===== src/rtl/disp_regctrl_mp_if.sv =====
`default_nettype none
// ============================================================================
//  Module      : disp_regctrl_mp_if
//  Description : Host register bus for the display register/frame-control
//                block. Byte-enabled single-cycle write channel plus a read
//                channel whose data returns one cycle after RDEN.
//  Revision    : 1.0  initial release
//
//  Signals
//    WRADDR [15:0]  write address
//    BYTEEN [3:0]   byte-lane enables for WDATA
//    WREN           write strobe, one cycle per write
//    WDATA  [31:0]  write data
//    RDADDR [15:0]  read address
//    RDEN           read enable
//    RDATA  [31:0]  registered read data
//
//  Modports
//    master : host side (drives address/data/strobes, receives RDATA)
//    slave  : register block side
// ============================================================================
interface disp_regctrl_mp_if;
  logic [15:0] WRADDR;
  logic [3:0]  BYTEEN;
  logic        WREN;
  logic [31:0] WDATA;
  logic [15:0] RDADDR;
  logic        RDEN;
  logic [31:0] RDATA;

  modport master (
    output WRADDR, BYTEEN, WREN, WDATA, RDADDR, RDEN,
    input  RDATA
  );

  modport slave (
    input  WRADDR, BYTEEN, WREN, WDATA, RDADDR, RDEN,
    output RDATA
  );
endinterface
`default_nettype wire


===== src/rtl/disp_regctrl_mp.sv =====
`default_nettype none
// ============================================================================
//  Module      : disp_regctrl_mp
//  Description : Display register and frame-control block with NUM_PAGES
//                frame-buffer address registers and optional automatic page
//                flipping. The active frame address only changes on a frame
//                start (falling edge of synchronised vsync), so flips never
//                tear.
//  Revision    : 1.0  initial release
//
//  Optional feature macro: DISP_FRAMECNT_EN
//    defined   : 32-bit frame counter readable at 0x40, cleared by any write
//    undefined : 0x40 reads 0, no counter logic
//
//  Ports
//    ACLK           sole clock
//    ARESETN        asynchronous active-low reset
//    bus            host register bus (slave modport)
//    DSP_VSYNC_X    async active-low vertical sync from the pixel domain
//    FIFO_OVER_IN   async FIFO overflow level
//    FIFO_UNDER_IN  async FIFO underflow level
//    DISPON         display enable
//    RESOL          resolution code
//    DISPADDR_ACT   active frame base address
//    PAGE_IDX       current page index
//    FRAME_START    one-cycle pulse per frame start
//    DSP_IRQ        active-high interrupt level
//
//  Register map
//    0x00 DISPADDR   0x04 DISPCTRL (b0 DISPON, b1 VBLANK w1c, b5:4 RESOL,
//    b8 AUTOFLIP)    0x08 DISPINT (b0 INTENBL, b1 pending w1c)
//    0x0C DISPFIFO (b0 OVER w1c, b1 UNDER w1c)   0x10+4k PAGEADDR[k]
// ============================================================================
module disp_regctrl_mp #(
  parameter int         NUM_PAGES   = 4,
  parameter int         SYNC_STAGES = 2,
  parameter logic [1:0] RESOL_RST   = 2'b00,
  localparam int        PW          = (NUM_PAGES > 1) ? $clog2(NUM_PAGES) : 1
) (
  input  logic               ACLK,
  input  logic               ARESETN,
  disp_regctrl_mp_if.slave   bus,
  input  logic               DSP_VSYNC_X,
  input  logic               FIFO_OVER_IN,
  input  logic               FIFO_UNDER_IN,
  output logic               DISPON,
  output logic [1:0]         RESOL,
  output logic [31:0]        DISPADDR_ACT,
  output logic [PW-1:0]      PAGE_IDX,
  output logic               FRAME_START,
  output logic               DSP_IRQ
);

  // Control/status registers
  logic [31:0]            r_dispaddr;
  logic                   r_dispon;
  logic                   r_vblank;
  logic [1:0]             r_resol;
  logic                   r_autoflip;
  logic                   r_inten;
  logic                   r_pend;
  logic                   r_over;
  logic                   r_under;
  logic [31:0]            r_pageaddr [NUM_PAGES];
  logic [PW-1:0]          r_page_idx;
  logic [31:0]            r_act;
  logic                   r_fs;
  logic                   r_irq;
  logic [31:0]            r_rdata;

  // Synchronisers
  logic [SYNC_STAGES-1:0] r_vs_sync;
  logic [SYNC_STAGES-1:0] r_ov_sync;
  logic [SYNC_STAGES-1:0] r_un_sync;
  logic                   r_vs_d;

  logic                   w_vs_s;
  logic                   w_ov_s;
  logic                   w_un_s;
  logic                   w_fs;
  logic                   w_wr_addr;
  logic                   w_wr_ctrl;
  logic                   w_wr_int;
  logic                   w_wr_fifo;
  logic [NUM_PAGES-1:0]   w_wr_page;
  logic [PW-1:0]          w_idx_inc;
  logic                   w_inten_nxt;
  logic                   w_pend_nxt;
  logic [31:0]            w_rd;

  function automatic logic [31:0] f_merge(input logic [31:0] old_v,
                                          input logic [31:0] new_v,
                                          input logic [3:0]  be);
    logic [31:0] res;
    res = old_v;
    for (int b = 0; b < 4; b++) begin
      if (be[b]) res[8*b +: 8] = new_v[8*b +: 8];
    end
    return res;
  endfunction

  // --------------------------------------------------------------------------
  // Asynchronous status inputs; chains clear to 0 on reset so a vsync that is
  // high at release produces a rising (ignored) edge, never a falling one.
  // --------------------------------------------------------------------------
  always_ff @(posedge ACLK or negedge ARESETN) begin
    if (!ARESETN) begin
      r_vs_sync <= '0;
      r_ov_sync <= '0;
      r_un_sync <= '0;
      r_vs_d    <= 1'b0;
    end else begin
      r_vs_sync <= {r_vs_sync[SYNC_STAGES-2:0], DSP_VSYNC_X};
      r_ov_sync <= {r_ov_sync[SYNC_STAGES-2:0], FIFO_OVER_IN};
      r_un_sync <= {r_un_sync[SYNC_STAGES-2:0], FIFO_UNDER_IN};
      r_vs_d    <= w_vs_s;
    end
  end

  assign w_vs_s = r_vs_sync[SYNC_STAGES-1];
  assign w_ov_s = r_ov_sync[SYNC_STAGES-1];
  assign w_un_s = r_un_sync[SYNC_STAGES-1];
  assign w_fs   = r_vs_d & ~w_vs_s;

  // Write decode
  assign w_wr_addr = bus.WREN && (bus.WRADDR == 16'h0000);
  assign w_wr_ctrl = bus.WREN && (bus.WRADDR == 16'h0004);
  assign w_wr_int  = bus.WREN && (bus.WRADDR == 16'h0008);
  assign w_wr_fifo = bus.WREN && (bus.WRADDR == 16'h000C);

  genvar k;
  generate
    for (k = 0; k < NUM_PAGES; k++) begin : g_page_dec
      assign w_wr_page[k] = bus.WREN && (bus.WRADDR == 16'(16 + 4*k));
    end
  endgenerate

  assign w_idx_inc = (r_page_idx == PW'(NUM_PAGES - 1)) ? '0 : r_page_idx + 1'b1;

  // Pending/enable next-state so the IRQ register tracks them without an
  // extra cycle of lag; a frame-start set beats a same-cycle clear.
  assign w_inten_nxt = (w_wr_int & bus.BYTEEN[0]) ? bus.WDATA[0] : r_inten;
  assign w_pend_nxt  = (w_fs & r_inten) |
                       (r_pend & ~(w_wr_int & bus.BYTEEN[0] & bus.WDATA[1]));

`ifdef DISP_FRAMECNT_EN
  logic [31:0] r_framecnt;
  logic        w_wr_fcnt;

  assign w_wr_fcnt = bus.WREN && (bus.WRADDR == 16'h0040);

  // A write always wins over a same-cycle increment.
  always_ff @(posedge ACLK or negedge ARESETN) begin
    if (!ARESETN)       r_framecnt <= '0;
    else if (w_wr_fcnt) r_framecnt <= '0;
    else if (w_fs)      r_framecnt <= r_framecnt + 32'd1;
  end
`endif

  // --------------------------------------------------------------------------
  // Register file and frame-start actions. Frame-start uses the pre-write
  // values of DISPADDR/PAGEADDR/AUTOFLIP/INTENBL.
  // --------------------------------------------------------------------------
  always_ff @(posedge ACLK or negedge ARESETN) begin
    if (!ARESETN) begin
      r_dispaddr <= '0;
      r_dispon   <= 1'b0;
      r_vblank   <= 1'b0;
      r_resol    <= RESOL_RST;
      r_autoflip <= 1'b0;
      r_inten    <= 1'b0;
      r_pend     <= 1'b0;
      r_over     <= 1'b0;
      r_under    <= 1'b0;
      r_page_idx <= '0;
      r_act      <= '0;
      r_fs       <= 1'b0;
      r_irq      <= 1'b0;
      for (int p = 0; p < NUM_PAGES; p++) r_pageaddr[p] <= '0;
    end else begin
      if (w_wr_addr) r_dispaddr <= f_merge(r_dispaddr, bus.WDATA, bus.BYTEEN);

      if (w_wr_ctrl & bus.BYTEEN[0]) begin
        r_dispon <= bus.WDATA[0];
        r_resol  <= bus.WDATA[5:4];
      end
      if (w_wr_ctrl & bus.BYTEEN[1]) r_autoflip <= bus.WDATA[8];

      for (int p = 0; p < NUM_PAGES; p++) begin
        if (w_wr_page[p]) r_pageaddr[p] <= f_merge(r_pageaddr[p], bus.WDATA, bus.BYTEEN);
      end

      // Sticky bits: set has priority over write-1-clear
      r_vblank <= w_fs   | (r_vblank & ~(w_wr_ctrl & bus.BYTEEN[0] & bus.WDATA[1]));
      r_over   <= w_ov_s | (r_over   & ~(w_wr_fifo & bus.BYTEEN[0] & bus.WDATA[0]));
      r_under  <= w_un_s | (r_under  & ~(w_wr_fifo & bus.BYTEEN[0] & bus.WDATA[1]));

      r_inten <= w_inten_nxt;
      r_pend  <= w_pend_nxt;
      r_irq   <= w_pend_nxt & w_inten_nxt;
      r_fs    <= w_fs;

      if (w_fs) begin
        if (r_autoflip) begin
          r_page_idx <= w_idx_inc;
          r_act      <= r_pageaddr[w_idx_inc];
        end else begin
          r_act      <= r_dispaddr;
        end
      end
    end
  end

  // Read mux: current (pre-write) register contents
  always_comb begin
    w_rd = '0;
    case (bus.RDADDR)
      16'h0000: w_rd = r_dispaddr;
      16'h0004: w_rd = {23'd0, r_autoflip, 2'b00, r_resol, 2'b00, r_vblank, r_dispon};
      16'h0008: w_rd = {30'd0, r_pend, r_inten};
      16'h000C: w_rd = {30'd0, r_under, r_over};
`ifdef DISP_FRAMECNT_EN
      16'h0040: w_rd = r_framecnt;
`endif
      default:  w_rd = '0;
    endcase
    for (int p = 0; p < NUM_PAGES; p++) begin
      if (bus.RDADDR == 16'(16 + 4*p)) w_rd = r_pageaddr[p];
    end
  end

  always_ff @(posedge ACLK or negedge ARESETN) begin
    if (!ARESETN)      r_rdata <= '0;
    else if (bus.RDEN) r_rdata <= w_rd;
  end

  assign bus.RDATA    = r_rdata;
  assign DISPON       = r_dispon;
  assign RESOL        = r_resol;
  assign DISPADDR_ACT = r_act;
  assign PAGE_IDX     = r_page_idx;
  assign FRAME_START  = r_fs;
  assign DSP_IRQ      = r_irq;

endmodule
`default_nettype wire

===== src/flat_wrapper.sv =====
// flat-port wrapper written by rule: the top's interface ports become plain ports
module disp_regctrl_mp_flat 
#(
  parameter int         NUM_PAGES   = 4,
  parameter int         SYNC_STAGES = 2,
  parameter logic [1:0] RESOL_RST   = 2'b00,
  localparam int        PW          = (NUM_PAGES > 1) ? $clog2(NUM_PAGES) : 1
)
  (ACLK, ARESETN, DSP_VSYNC_X, FIFO_OVER_IN, FIFO_UNDER_IN, DISPON, RESOL, DISPADDR_ACT, PAGE_IDX, FRAME_START, DSP_IRQ, bus_WRADDR, bus_BYTEEN, bus_WREN, bus_WDATA, bus_RDADDR, bus_RDEN, bus_RDATA);
  disp_regctrl_mp_if bus_i ();
  input  logic ACLK;
  input  logic ARESETN;
  input  logic DSP_VSYNC_X;
  input  logic FIFO_OVER_IN;
  input  logic FIFO_UNDER_IN;
  output logic DISPON;
  output logic [1:0] RESOL;
  output logic [31:0] DISPADDR_ACT;
  output logic [PW-1:0] PAGE_IDX;
  output logic FRAME_START;
  output logic DSP_IRQ;
  input wire logic [$bits(bus_i.WRADDR)-1:0] bus_WRADDR;
  input wire logic [$bits(bus_i.BYTEEN)-1:0] bus_BYTEEN;
  input wire logic [$bits(bus_i.WREN)-1:0] bus_WREN;
  input wire logic [$bits(bus_i.WDATA)-1:0] bus_WDATA;
  input wire logic [$bits(bus_i.RDADDR)-1:0] bus_RDADDR;
  input wire logic [$bits(bus_i.RDEN)-1:0] bus_RDEN;
  output wire logic [$bits(bus_i.RDATA)-1:0] bus_RDATA;
  assign bus_i.WRADDR = bus_WRADDR;
  assign bus_i.BYTEEN = bus_BYTEEN;
  assign bus_i.WREN = bus_WREN;
  assign bus_i.WDATA = bus_WDATA;
  assign bus_i.RDADDR = bus_RDADDR;
  assign bus_i.RDEN = bus_RDEN;
  assign bus_RDATA = bus_i.RDATA;
  disp_regctrl_mp #(.NUM_PAGES(NUM_PAGES), .SYNC_STAGES(SYNC_STAGES), .RESOL_RST(RESOL_RST)) u_core (.ACLK(ACLK), .ARESETN(ARESETN), .bus(bus_i), .DSP_VSYNC_X(DSP_VSYNC_X), .FIFO_OVER_IN(FIFO_OVER_IN), .FIFO_UNDER_IN(FIFO_UNDER_IN), .DISPON(DISPON), .RESOL(RESOL), .DISPADDR_ACT(DISPADDR_ACT), .PAGE_IDX(PAGE_IDX), .FRAME_START(FRAME_START), .DSP_IRQ(DSP_IRQ));
endmodule

===== config.mk =====
export PLATFORM = sky130hd
export DESIGN_NAME = disp_regctrl_mp_flat
export DESIGN_NICKNAME = d
export VERILOG_FILES = /design/src/rtl/disp_regctrl_mp_if.sv /design/src/rtl/disp_regctrl_mp.sv /design/src/flat_wrapper.sv
export SDC_FILE = /design/constraint.sdc
export NUM_CORES = 1
export LEC_CHECK = 0
export ABC_AREA = 1
export ABC_CLOCK_PERIOD_IN_PS = 1850
export CORE_MARGIN = 5
export CORE_UTILIZATION = 47
export CTS_CLUSTER_SIZE = 40
export DETAILED_ROUTE_END_ITERATION = 10
export DONT_BUFFER_PORTS = 1
export GPL_TIMING_DRIVEN = 0
export PLACE_DENSITY = 0.7
export SLEW_MARGIN = 10
export SYNTH_ARGS = -nofsm -noshare
export SYNTH_HDL_FRONTEND = slang
export SYNTH_SLANG_ARGS = --single-unit

===== constraint.sdc =====
create_clock -name ACLK -period 1.85 [get_ports ACLK]
set_input_delay 0.0925 -clock ACLK [delete_from_list [all_inputs] [get_ports ACLK]]
set_output_delay 0.0925 -clock ACLK [all_outputs]
set_load 0.02 [all_outputs]

[Word level (Yosys, flattened, before mapping)]
Index checks and enable logic that the tools add are counted.
Cells by class
  order comparisons: 1
  $add $sub $neg: 1
  eq/ne operators: 15
  bitwise operators: 25
  mux-type cells: 11
  reduce and logical (&&, ||, !) cells: 31
Operator list (number)
  $mux 32: 7
  $eq 16x5->1 const B: 8
  $pmux 32 s4: 1
  $bmux 32 s2: 1
  $eq 16x4->1 const B: 4
  $reduce_and 2->1: 21
  $eq 16x3->1 const B: 2
  $logic_not 16->1: 2
  $and 1x1->1: 15
  $logic_and 1x1->1: 8
  $not 1->1: 5
  $or 1x1->1: 4
  $ge 3x3->1 const B: 1
  $not 2->3: 1
  $add 2x1->2 const B: 1
  $eq 2x2->1 const B: 1
  $mux 2: 1
  $mux 1: 1
Word-level totals
  output and inout bits: 71
  input bits: 75
  register bits after elaboration: 244
  word-level logic and storage cells: 121

[Depth between registers and ports, before layout]
Gate-level depths: netlist of run 1.
  depth after elaboration: 8
  gate-level depth with buffers: 12
  gate-level depth less buffers: 11

[Least setup slack after synthesis of run 1]
No wires, ideal clock.
  kind: register to register
  start: reg u_core.r_page_idx[0], in the netlist u_core.PAGE_IDX[0]
  end: reg u_core.r_act[2], in the netlist u_core.DISPADDR_ACT[2]
  path buffers: 2
  path slack: 166 ps
  arrival time: 1607 ps
  clock period less this slack: 1684 ps
  required time: 1773 ps
  cell stages (with the launch flop): 8
  cell sequence: dfrtp_1 -> ha_1 -> buf_2 -> clkbuf_1 -> o21ai_0 -> o21ai_0 -> nand2_1 -> a21oi_1
Between the ends
  longest elaborated chain between the ends: 7
  elaborated cells on any way between the ends: 8
Ends and longest elaborated chain
  start, declared: line disp_regctrl_mp.sv:65  | logic [PW-1:0] r_page_idx;
  start signal, assigned: line disp_regctrl_mp.sv:205  | r_page_idx <= w_idx_inc;
  $add 2x1->2 or $eq 2x2->1 (tied branches): line disp_regctrl_mp.sv:138  | assign w_idx_inc = (r_page_idx == PW'(NUM_PAGES - 1)) ? '0 : r_page_idx + 1'b1;
  $mux 2 (*): line disp_regctrl_mp.sv:138
  via u_core.w_idx_inc[1]: line disp_regctrl_mp.sv:86  | logic [PW-1:0] w_idx_inc;
  $not 2->3 (implied by the code) (*): line disp_regctrl_mp.sv:206  | r_act <= r_pageaddr[w_idx_inc];
  $bmux 32 s2 (*): line disp_regctrl_mp.sv:206
  $mux 32 (implied by the code) (*) (2 in series): line disp_regctrl_mp.sv:206
  $mux 32 (*): line disp_regctrl_mp.sv:204  | if (r_autoflip) begin
  end signal, assigned: line disp_regctrl_mp.sv:206
  end signal, assigned: line disp_regctrl_mp.sv:208  | r_act <= r_dispaddr;
  end, declared: line disp_regctrl_mp.sv:66  | logic [31:0] r_act;
The timed path passes the listed nets; every way through them passes the cells marked *. The select of a mux whose other input is x is not followed.
A chain may end at the register's enable or synchronous reset.

[Worst setup path in the final report of run 1]
  start: reg u_core.r_page_idx[0], in the netlist u_core.PAGE_IDX[0]
  end: reg u_core.r_act[16], in the netlist u_core.DISPADDR_ACT[16]
Between the ends
  longest elaborated chain between the ends: 7
  elaborated cells on any way between the ends: 8
Ends and longest elaborated chain (line)
  $add 2x1->2 or $eq 2x2->1 (tied branches): disp_regctrl_mp.sv:138
  $mux 2 (*): disp_regctrl_mp.sv:138
  $not 2->3 (implied by the code) (*): disp_regctrl_mp.sv:206
  $bmux 32 s2 (*): disp_regctrl_mp.sv:206
  $mux 32 (implied by the code) (*) (2 in series): disp_regctrl_mp.sv:206
  $mux 32 (*): disp_regctrl_mp.sv:204
Mark *: on every way between the ends. The rest lies on a longest branch, timed or not. The select of a mux whose other input is x is not followed.

==> results.py, run 1 <==
metrics = {
    "synthesis": {
        "synth_fa_ha_area_share_pct": 0.1037,
        "synthXorXnorAreaFrac_pct": 0,
        "muxShareOfSynthArea_pct": 0.09337,
        "synthCells": 1503,
        "syn_nets": 1579,
        "ys_seq_area_share_pct": 50.63,
        "syn-cell-area_um2": 12060,
        "synthSimpleGateAreaFrac_pct": 21.05,
        "yosysWarnings": 0,
        "synth-compound-area-share_pct": 20.51,
        "synth-seq-cells": 244,
        "avgSynthCellArea_um2": 8.024,
        "synth.distinct_cells": 29,
        "synth_top_family_by_area": "simple AND/OR/NAND/NOR gates",
    },
    "critical_path": {
        "cp-end-kind": "flip-flop",
        "arrival_ns": 2.26,
        "start_kind": "flip-flop",
        "critical_path.startpoint": "u_core.PAGE_IDX[0]$_DFFE_PN0P_",
        "crit_fanout": 10,
        "path_class": "reg2reg",
        "worstPathRequired_ns": 2.32,
        "rr_startpoint": "u_core.PAGE_IDX[0]$_DFFE_PN0P_",
    },
    "global_route": {
        "grtUsageMet3_pct": 6.667,
        "grt_pass1_wl_mm": 59.68,
        "grtUsageMet2_pct": 40.15,
        "grt_start_max_net_pins": 245,
        "antenna_found_initial": 1,
        "grt.overflow.total": 0,
        "busiest_layer": "met2",
        "use_met1_pct": 35.97,
        "grt_pass1_vias": 10737,
        "grt_usage_pct": 26.23,
    },
    "drt": {
        "via_count": 11006,
        "first_pass_iters": 5,
        "viasPerCell": 5.720,
        "drt_iter0_drc": 1175,
        "postRouteAntennaNets": 0,
        "wl_per_cell_um": 20.19,
        "drc": 0,
        "routed_wl_mm": 38.84,
    },
    "clock_tree": {
        "clk_pin_slew_ns": 0.06,
        "cts_hold_buf": 47,
        "htree_levels": 1,
        "cts_made_buffers": 27,
        "cts_root_buf": "clkbuf_16",
        "cts_buffer_depth": 3,
        "clock-sinks": 244,
        "insertion_delay_ns": 0.55,
        "cts_tree": "built",
    },
    "run_status": {
        "violations": "hold timing",
        "status": "complete, but fails checks",
    },
    "layout": {
        "final_layout_size_suffix_gt1_share_pct": 13.25,
        "area_growth_pct": 15.38,
        "final_common_cell": "nand2_1",
        "layout_common_cells": "nand2_1 (417), dfrtp_1 (242), o21ai_0 (214)",
        "nets": 1655,
    },
    "timing": {
        "max_freq_mhz": 558.0,
        "relSlewSlack_pct": 47.76,
        "worst_pin_slew_ns": 0.7837,
        "hold_viol": 244,
        "slew_violations": 0,
        "skew_ns": 0.02063,
        "fin_crit_sh_pct": 96.87,
        "post-route-min-period_ns": 1.792,
        "finalSetupTns_ns": 0,
        "setup_viol": 0,
        "holdWs_ns": -0.7471,
    },
    "floorplanning": {
        "die_x_um": 170.2,
        "die_h_um": 170.2,
        "die_area_um2": 28960,
        "rows": 58,
        "coreArea_um2": 25250,
        "initial_core_util_pct": 47.76,
        "ios": 146,
    },
    "placed_design": {
        "post-dp-hpwl_mm": 25.93,
        "port_buffers": 0,
        "place.gp.congestion": 0.9026,
    },
    "power": {
        "peakVddDrop_v": 0.0006993,
        "leakage_nw": 6.473,
        "power_density_nw_per_um2": 1040,
    },
    "min_path": {
        "hp-class": "in2async",
    },
    "flow_run": {
        "cap_viol_max_count": 0,
    },
}
-- stage by stage --
step / power (mW) / instances / utilization (%) / setup WS [ns] / cell area (um2)
finish: 14.47 / 1924 / 55.10 / 0.05789 / 13910
global route: 15.05 / 1924 / 55.10 / -0.04428 / 13910
CTS: 14.23 / 1923 / 54.71 / -0.02397 / 13820
detailed placement: 8.900 / 1833 / 49.39 / -0.4278 / 12470
global placement: 8.869 / 1833 / 49.39 / -0.4450 / 12470
floorplan: 7.931 / 1503 / - / 0.1661 / 12060
-- worst paths after layout --
| path | slack, ns | depth (start not counted) | endpoint |
|---|---|---|---|
| max | 0.06 | 7 | u_core.DISPADDR_ACT[16]$_DFFE_PN0P_ |
| min | -0.75 | 0 | u_core.r_pageaddr[10]$_DFFE_PN0P_ |
| max reg2reg | 0.06 | 7 | u_core.DISPADDR_ACT[16]$_DFFE_PN0P_ |
| min reg2reg | 0.35 | 0 | u_core.r_un_sync[1]$_DFF_PN0_ |
| max in group asynchronous | 2.21 | 0 | u_core.r_dispaddr[30]$_DFFE_PN0P_ |
| min in group ACLK | 0.03 | 3 | u_core.bus.RDATA[5]$_DFFE_PN0P_ |
-- logic make-up after synthesis --
| logic type | after synthesis |
|---|---|
| mux | 1 |
| compound gates | 448 |
| simple gates | 607 |
| flops | 244 |
| buf+inv | 202 |
| fa+ha+maj | 1 |
-- cell type report --
cell class | count | area [um2]
clock inverters | 7 | 63.81
repair buffers | 48 | 478.0
plain buffers | 80 | 546.8
well taps | 330 | 412.9
fillers | 2314 | 11340
diodes | 1 | 2.502
inverters | 121 | 455.4
flip-flops and latches | 244 | 6108
clock buffers | 36 | 759.5
multi-input cells | 1057 | 5087
-- Yosys cell counts (all sizes together) --
cell,n,share of area (%)
nor2,132,4.7
nand4,17,1.1
o21ai,349,16
o21a,1,0.062
a21oi,98,4.1
buf,43,2.7
inv,119,3.7
clkbuf,38,1.2
clkinv,2,0.062
nand2,435,14
ha,1,0.10
nand3,20,0.87
and2,1,0.062
mux2,1,0.093
dfrtp,244,51
nor3,2,0.083
-- timing repair --
item                                    CTS  global route
endpoints found under the setup margin   33            37
pin swaps                                 0             2
buffers inserted                          0             1
cloned                                    0             0
hold endpoints to repair                421           244
resized for setup                        32            49
-- power by group --
part / leakage (nW) / total (mW) / internal [mW] / switching, mW
combinational: 2.78 / 3.10 / 1.10 / 2.01
sequential: 3.29 / 6.24 / 5.62 / 0.611
clock: 0.412 / 5.13 / 2.98 / 2.15
total: 6.47 / 14.5 / 9.70 / 4.77
-- routing by layer --
| layer | vias up | share of wire [%] |
|---|---|---|
| met1 | 5246 | 41 |
| met4 | 0 | 3.7 |
| li1 | 5039 | - |
| met5 | - | 0 |
| met3 | 104 | 11 |
| met2 | 617 | 45 |
-- state kept, by name, summed over array words and instances (netlist names), 2 cells and up --
| name | flops |
|---|---|
| u_core.RESOL | 2 |
| u_core.r_un_sync | 2 |
| u_core.r_vs_sync | 2 |
| u_core.DISPADDR_ACT | 32 |
| u_core.bus.RDATA | 32 |
| u_core.r_ov_sync | 2 |
| u_core.r_dispaddr | 32 |
| u_core.r_pageaddr | 128 |
| u_core.PAGE_IDX | 2 |
-- critical path, stage by stage, from the launching register on --
cell,delay [ns]
dfrtp_2,0.49
clkbuf_4,0.24
clkbuf_4,0.24
clkbuf_4,0.28
o21ai_0,0.11
o21ai_1,0.10
nand2_1,0.10
a21oi_2,0.16
Note: power is estimated with default switching activity, not from simulation.
==> run 2: changes to the inputs <==
Settings changed: CORE_UTILIZATION 47 to 60, PLACE_DENSITY 0.7 to 0.84, SETUP_SLACK_MARGIN from default to 0.3.
==> results.py, run 2 (synthesis gave the netlist of run 1 again) <==
metrics = {
    "timing": {
        "relSlewSlack_pct": 41.95,
        "worst_pin_slew_ns": 0.8707,
        "holdWs_ns": -0.7454,
        "setup_viol": 0,
        "post-route-min-period_ns": 1.790,
        "slew_violations": 0,
        "skew_ns": 0.01344,
        "max_freq_mhz": 558.6,
        "hold_viol": 244,
        "setup_slack_ns": 0.05986,
        "fin_crit_sh_pct": 96.76,
        "rsz0062_at_grt": "true",
    },
    "clock_tree": {
        "insertion_delay_ns": 0.54,
        "cts_buffer_depth": 3,
        "cts_made_buffers": 26,
        "cts_hold_buf": 47,
        "cts_tree": "built",
        "htree_levels": 1,
        "clk_pin_slew_ns": 0.07,
        "cts_root_buf": "clkbuf_16",
        "clock-sinks": 244,
    },
    "drt": {
        "postRouteAntennaNets": 0,
        "drc": 0,
        "drt_iter0_drc": 1845,
        "via_count": 11652,
        "routed_wl_mm": 39.15,
        "viasPerCell": 6.221,
        "wl_per_cell_um": 20.90,
        "first_pass_iters": 7,
    },
    "critical_path": {
        "slowest_delay_ns": 0.51,
        "arrival_ns": 2.25,
        "start_kind": "flip-flop",
        "cp_cell_sequence": "ha_4 -> buf_12 -> clkbuf_8 -> o21ai_0 -> o21ai_0 -> nand2_1 -> a21oi_2",
        "cpLargestDelayFamily": "flip-flops",
        "cp-end-kind": "flip-flop",
        "worstPathRequired_ns": 2.31,
        "path_class": "reg2reg",
        "crit_fanout": 10,
        "path_buf_inv": 2,
        "cp_slowest_cell": "dfrtp_2",
        "crit_top_cell": "o21ai_0",
    },
    "global_route": {
        "grt_pass1_vias": 11155,
        "grt_start_max_net_pins": 245,
        "antenna_found_initial": 1,
        "grt.overflow.total": 0,
        "grt_usage_pct": 33.20,
        "grt_pass1_wl_mm": 59.26,
    },
    "placed_design": {
        "place.gp.congestion": 0.9438,
        "port_buffers": 0,
        "place_area_um2": 12420,
        "post-dp-hpwl_mm": 24.81,
        "pre_cts_slack_ns": -0.1660,
    },
    "power": {
        "combPwrFrac_pct": 26.8,
        "switching_share_pct": 33.32,
        "power.internal_mw": 10.51,
        "p_seq_share_pct": 39.5,
        "power_density_nw_per_um2": 1108,
        "leakage_nw": 6.617,
        "switchingPower_mw": 5.255,
        "p_clk_share_pct": 33.7,
        "peakVddDrop_v": 0.0007466,
    },
    "layout": {
        "nets": 1665,
        "utilization_pct": 72.42,
        "final_layout_size_suffix_gt1_share_pct": 16.50,
        "fillCellCount": 1411,
        "multiInputGateArea_um2": 5238,
        "seqCellArea_um2": 6108,
        "regMostFlops": "u_core.r_pageaddr",
        "fin_area_um2": 14230,
        "area_growth_pct": 18.02,
        "layout_common_cells": "nand2_1 (417), dfrtp_1 (242), o21ai_0 (171)",
        "largest_reg_flops": 128,
        "final_common_cell": "nand2_1",
    },
    "floorplanning": {
        "die_x_um": 151.8,
        "ios": 146,
        "die_area_um2": 23040,
        "die_h_um": 151.8,
        "rows": 51,
        "initial_core_util_pct": 61.36,
        "coreArea_um2": 19650,
    },
    "run_status": {
        "violations": "hold timing",
        "status": "complete, but fails checks",
    },
    "flow_run": {
        "cap_viol_max_count": 0,
    },
    "min_path": {
        "hp-class": "in2async",
    },
}
-- run 2: cell types whose count changed in the layout (fill, tap and decap cells not counted), moves of 3 or more --
| cell | before | now |
|---|---|---|
| o21ai_1 | 74 | 114 |
| clkbuf_4 | 5 | 0 |
| buf_4 | 6 | 15 |
| buf_8 | 0 | 3 |
| a21oi_2 | 9 | 44 |
| a21oi_1 | 89 | 54 |
| clkbuf_16 | 27 | 32 |
| o21ai_0 | 214 | 171 |
-- run 2: area by class of cell --
cell class | instances | share of cell area (%)
inverter | 121 | 3.235
buffer | 81 | 4.422
antenna | 2 | 0.03516
tap | 265 | 2.329
clock buffer | 38 | 5.389
clock inverter | 7 | 0.6241
timing repair buffer | 58 | 4.255
multi-input combinational | 1057 | 36.80
sequential | 244 | 42.91
-- run 2: final timing paths --
check	startpoint	end	slack [ns]	depth (start not counted)
setup / recovery	u_core.PAGE_IDX[0]$_DFFE_PN0P_	u_core.DISPADDR_ACT[17]$_DFFE_PN0P_	0.06	7
hold / removal	ARESETN	u_core.r_pageaddr[65]$_DFFE_PN0P_	-0.75	0
setup reg to reg	u_core.PAGE_IDX[0]$_DFFE_PN0P_	u_core.DISPADDR_ACT[17]$_DFFE_PN0P_	0.06	7
hold reg to reg	u_core.r_vs_sync[0]$_DFF_PN0_	u_core.r_vs_sync[1]$_DFF_PN0_	0.35	0
max in group asynchronous	ARESETN	u_core.PAGE_IDX[1]$_DFFE_PN0P_	2.13	0
min in group ACLK	bus_RDADDR[2]	u_core.bus.RDATA[5]$_DFFE_PN0P_	0.04	7
-- run 2: metal layers --
metal / routed length, um / track usage, % / share of wire (%) / vias to the layer above
met1: 14190 / 43.57 / 36 / 5461
met2: 17450 / 51.93 / 45 / 929
li1: - / - / - / 5070
met3: 5463 / 8.477 / 14 / 192
met4: 2047 / 15.77 / 5.2 / 0
met5: 0 / 0 / 0 / -
-- run 2: per-stage QoR --
step | hold slack [ns] | power, mW | cells | TNS (ns)
floorplan | -0.2031 | 8.010 | 1503 | 0
global placement | -0.1895 | 8.848 | 1768 | -2.179
detailed placement | -0.1904 | 8.923 | 1768 | -3.368
CTS | -0.7416 | 14.93 | 1862 | 0
global route | -0.7520 | 16.20 | 1871 | 0
finish | -0.7454 | 15.77 | 1873 | 0
-- run 2: power by group through the flow --
stage,Combinational [mW],Clock (mW),Sequential (mW)
2_1_floorplan,1.78,0,6.23
4_1_cts,3.41,5.28,6.24
5_1_grt,4.44,5.49,6.27
6_report,4.23,5.31,6.23
3_5_place_dp,2.59,0,6.33
3_3_place_gp,2.52,0,6.33
-- run 2: what timing repair did --
action,in CTS,in global routing
buffers inserted,1,6
endpoints found under the setup margin,36,52
gates cloned,1,3
gates resized for setup,92,74
pin swaps,14,28
hold endpoints to repair,420,244
